--- src/rtl/out_allocator_4.sv ---
// Output-port allocator for a 4-input wormhole crossbar.
// Round-robin arbitration in IDLE, then the winner owns the output until its tail flit is transferred.
module out_allocator_4 #(
    parameter logic [1:0] PTR_RESET = 2'd3
) (
    input  logic       clock,
    input  logic       reset,
    input  logic [3:0] req_in,
    input  logic [3:0] valid_in,
    input  logic [3:0] tail_in,
    input  logic       out_ready,
    output logic [3:0] mux_sel,
    output logic       out_valid,
    output logic [3:0] grant
);

    typedef enum logic {
        IDLE   = 1'b0,
        LOCKED = 1'b1
    } state_t;

    state_t     state;
    logic [1:0] ptr;

    logic [1:0] owner;
    logic       owner_valid;
    logic       owner_tail;
    logic       locked;
    logic       xfer;

    logic [3:0] win_oh;
    logic       found;
    logic [1:0] idx;

    always_comb begin
        owner = 2'd0;
        unique case (1'b1)
            mux_sel[0]: owner = 2'd0;
            mux_sel[1]: owner = 2'd1;
            mux_sel[2]: owner = 2'd2;
            mux_sel[3]: owner = 2'd3;
            default:    owner = 2'd0;
        endcase
    end

    assign owner_valid = valid_in[owner];
    assign owner_tail  = tail_in[owner];
    assign locked      = (state == LOCKED);

    assign out_valid = locked & owner_valid;
    assign xfer      = out_valid & out_ready;
    assign grant     = xfer ? mux_sel : 4'b0000;

    // Search starts just past the last winner and wraps modulo 4.
    always_comb begin
        win_oh = 4'b0000;
        found  = 1'b0;
        idx    = 2'd0;
        for (int k = 1; k <= 4; k++) begin
            idx = ptr + 2'(k);
            if (!found && req_in[idx]) begin
                win_oh[idx] = 1'b1;
                found       = 1'b1;
            end
        end
    end

    always_ff @(posedge clock) begin
        if (reset) begin
            state   <= IDLE;
            mux_sel <= 4'b0000;
            ptr     <= PTR_RESET;
        end else begin
            unique case (state)
                IDLE: begin
                    if (|req_in) begin
                        mux_sel <= win_oh;
                        state   <= LOCKED;
                    end else begin
                        mux_sel <= 4'b0000;
                    end
                end
                LOCKED: begin
                    if (xfer && owner_tail) begin
                        mux_sel <= 4'b0000;
                        ptr     <= owner;
                        state   <= IDLE;
                    end
                end
                default: begin
                    state   <= IDLE;
                    mux_sel <= 4'b0000;
                end
            endcase
        end
    end

endmodule

--- config.mk ---
export PLATFORM = sky130hd
export DESIGN_NAME = out_allocator_4
export DESIGN_NICKNAME = d
export VERILOG_FILES = /design/src/rtl/out_allocator_4.sv
export SDC_FILE = /design/constraint.sdc
export NUM_CORES = 1
export LEC_CHECK = 0
export BUFFER_PORTS_ARGS = -buffer_cell sky130_fd_sc_hd__clkbuf_2
export CAP_MARGIN = 10
export CORE_MARGIN = 2
export CORE_UTILIZATION = 54
export DETAILED_ROUTE_END_ITERATION = 10
export PLACE_DENSITY = 0.83
export SYNTH_ARGS = -nofsm -noshare
export SYNTH_HDL_FRONTEND = slang
export SYNTH_SLANG_ARGS = --single-unit
--- constraint.sdc ---
create_clock -name clock -period 3.6 [get_ports clock]
set_input_delay 0.54 -clock clock [delete_from_list [all_inputs] [get_ports clock]]
set_output_delay 0.54 -clock clock [all_outputs]
set_load 0.05 [all_outputs]
==> flow_summary.json <==
{
  "drv_slew": 0,
  "port_buffers": 23,
  "period_minus_slack_ns": 2.32,
  "p_int_uw": 174,
  "worstSetupEndpointType": "primary output",
  "clkPwrFrac_pct": 24.1,
  "clkTransAtPathRegs_ns": 0.05,
  "synthTopCellsByArea": "dfxtp_1, ha_1, mux2i_1, o21ai_0, a221o_1",
  "worstPathRequired_ns": 3.06,
  "ant_nets": 0,
  "path_class": "register to primary output",
  "drive_gt1_share_pct": 30.5,
  "async_flop_share_pct": 0,
  "cts.sinks": 7,
  "start_util_pct": 59.7,
  "grt_pass1_vias": 697,
  "critPathCapture": "grant[3]",
  "gp_congestion": 0.849,
  "stdcell_count": 133,
  "hold_path_startpoint": "reset",
  "r2r_cells": 7,
  "vdd_ir_drop_max_uv": 150,
  "synthToLayoutAreaGrowth_pct": 16.6,
  "skew_ns": 0.00482,
  "via_count": 806,
  "nets": 142,
  "cts_max_level": 1,
  "finalPower_uw": 292,
  "critPathMaxFanout": 10,
  "grt_pass1_wl_mm": 2.86,
  "syn_nets": 117,
  "grt.total_usage_pct": 20.2,
  "drt_wl_total_mm": 1.79,
  "clk-insertion-delay-late_ns": 0.25,
  "syn-instance-count": 94,
  "yosysSeqAreaShare_pct": 17.4,
  "placedInstanceArea_sq_um": 913,
  "drt_iter0_markers": 12,
  "switchingPower_uw": 119,
  "synth_area_leader_cell": "dfxtp_1",
  "slew_headroom_pct": 71.0,
  "grt_max_degree": 12,
  "grt_overflow": 0,
  "synth_cell_types": 34,
  "period_share_pct": 64.4,
  "ff2ff_setup_slack_ns": 1.39,
  "clk_path_buf_depth": 2,
  "post-cts-setup-buffers": 0,
  "holdBufCountCts": 0,
  "cts_tree": "built",
  "avgSynthCellArea_sq_um": 8.57,
  "dpl.hpwl_mm": 1.45,
  "utilization_pct": 69.6,
  "yosysWarnings": 0,
  "maxCapViolCount": 0,
  "rsz0062_at_grt": "false",
  "setup_viol": 0,
  "synth_seq_cells": 7,
  "p_comb_share_pct": 41.5,
  "root_buffer": "clkbuf_4",
  "via_per_inst": 6.06,
  "netlist.area_leader.share_pct": 17.4,
  "synth_edf_count": 0,
  "worstMarginPinSlew_ns": 0.432,
  "cp.arrival_ns": 1.78,
  "setup_tns_ns": 0,
  "num_rows": 13,
  "post-route-drc-count": 0,
  "outcome": "completed",
  "synth_ff_type": "dfxtp_1",
  "fmax_mhz": 431,
  "fp.dieArea_sq_mm": 0.00182,
  "die_x_um": 42.6,
  "fp.dieH_um": 42.6,
  "io_pins": 24,
  "power.density_mw_per_mm2": 311,
  "syn_area_sq_um": 806,
  "p_sw_share_pct": 40.5,
  "hold_class": "primary input to register",
  "worstSetupStartpointType": "register",
  "first_pass_iters": 4,
  "hold_violations": 0,
  "dp.cells": 129,
  "rr_endpoint": "mux_sel[3]",
  "p_seq_share_pct": 34.4,
  "total_leakage_power_nw": 0.441,
  "cts_resized": 0,
  "core_area_sq_mm": 0.00135,
  "routedWlPerCell_um": 13.4,
  "antenna_cells": 0,
  "r2r_start": "ptr[1]",
  "synthTopCellsByCount": "o21ai_0, ha_1, dfxtp_1",
  "antenna_found_initial": 0,
  "synthMostInstantiatedCell": "o21ai_0",
  "cts_buffers": 3,
  "setup.worst_path.start": "mux_sel[3]",
  "final_cell_area_sq_um": 940
}
[through the flow]
stage / hold slack [ns] / setup slack [ns]
after floorplan: 0.530 / 1.34
after global placement: 0.494 / 1.47
after detailed placement: 0.509 / 1.42
after CTS: 0.479 / 1.26
after global routing: 0.491 / 1.17
final: 0.482 / 1.28
[metal layers]
metal	wire, um	track usage, %
met4	22	10.6
met1	771	21.4
met3	57	0
met2	934	39.4
met5	0	0
[worst min-delay path by stage]
stage                      end  slack (ns)  depth (start not counted)
floorplan               locked        0.53                          2
global placement    mux_sel[0]        0.49                          1
detailed placement  mux_sel[0]        0.51                          1
CTS                     locked        0.48                          2
global route            locked        0.49                          2
finish                  locked        0.48                          2
[power by group through the flow]
stage	clock network, mW	logic [mW]	registers [mW]
detailed placement	0	0.121	0.102
CTS	0.0709	0.121	0.101
global route	0.0742	0.132	0.102
finish	0.0704	0.121	0.101
floorplan	0	0.0828	0.112
global placement	0	0.118	0.101
[kinds of logic after synthesis]
group	count (synthesis)	synth area share (%)
AOI/OAI and AO/OA	32	30.0
adders and majority gates	8	12.4
buffers and inverters	7	5.12
DFF	7	17.4
muxes	10	13.5
and+or+nand+nor	30	21.6
[state kept, by name, summed over array words and instances (netlist names)]
register  count
locked        1
mux_sel       4
ptr           2
[placed cells by master, fill, tap and decap left out, drive strengths merged]
cell    count
a21boi      3
a21oi       2
a221o       4
a221oi      1
a22o        1
a31oi       4
and2        3
and2b       1
and3        6
and3b       1
clkbuf     27
dfxtp       7
ha          8
inv         4
mux2        4
mux2i       6
nand2       4
nor2        6
nor3        4
nor3b       2
nor4        1
o211ai      6
o21ai      11
or3b        1
or4         1
[worst max-delay path, stage by stage (launching register included)]
cell,delay [ns]
dfxtp_1,0.53
nor2_1,0.20
a221oi_4,0.33
and3_1,0.20
clkbuf_2,0.27
[cell type report]
cell class / instances / area [sq um]
Fill cell: 117 / 410
Clock buffer: 4 / 26.3
Timing Repair Buffer: 23 / 115
Sequential cell: 7 / 140
Tap cell: 15 / 18.8
Inverter: 4 / 15.0
Multi-Input combinational cell: 80 / 624
Note: power is estimated with default switching activity, not from simulation.
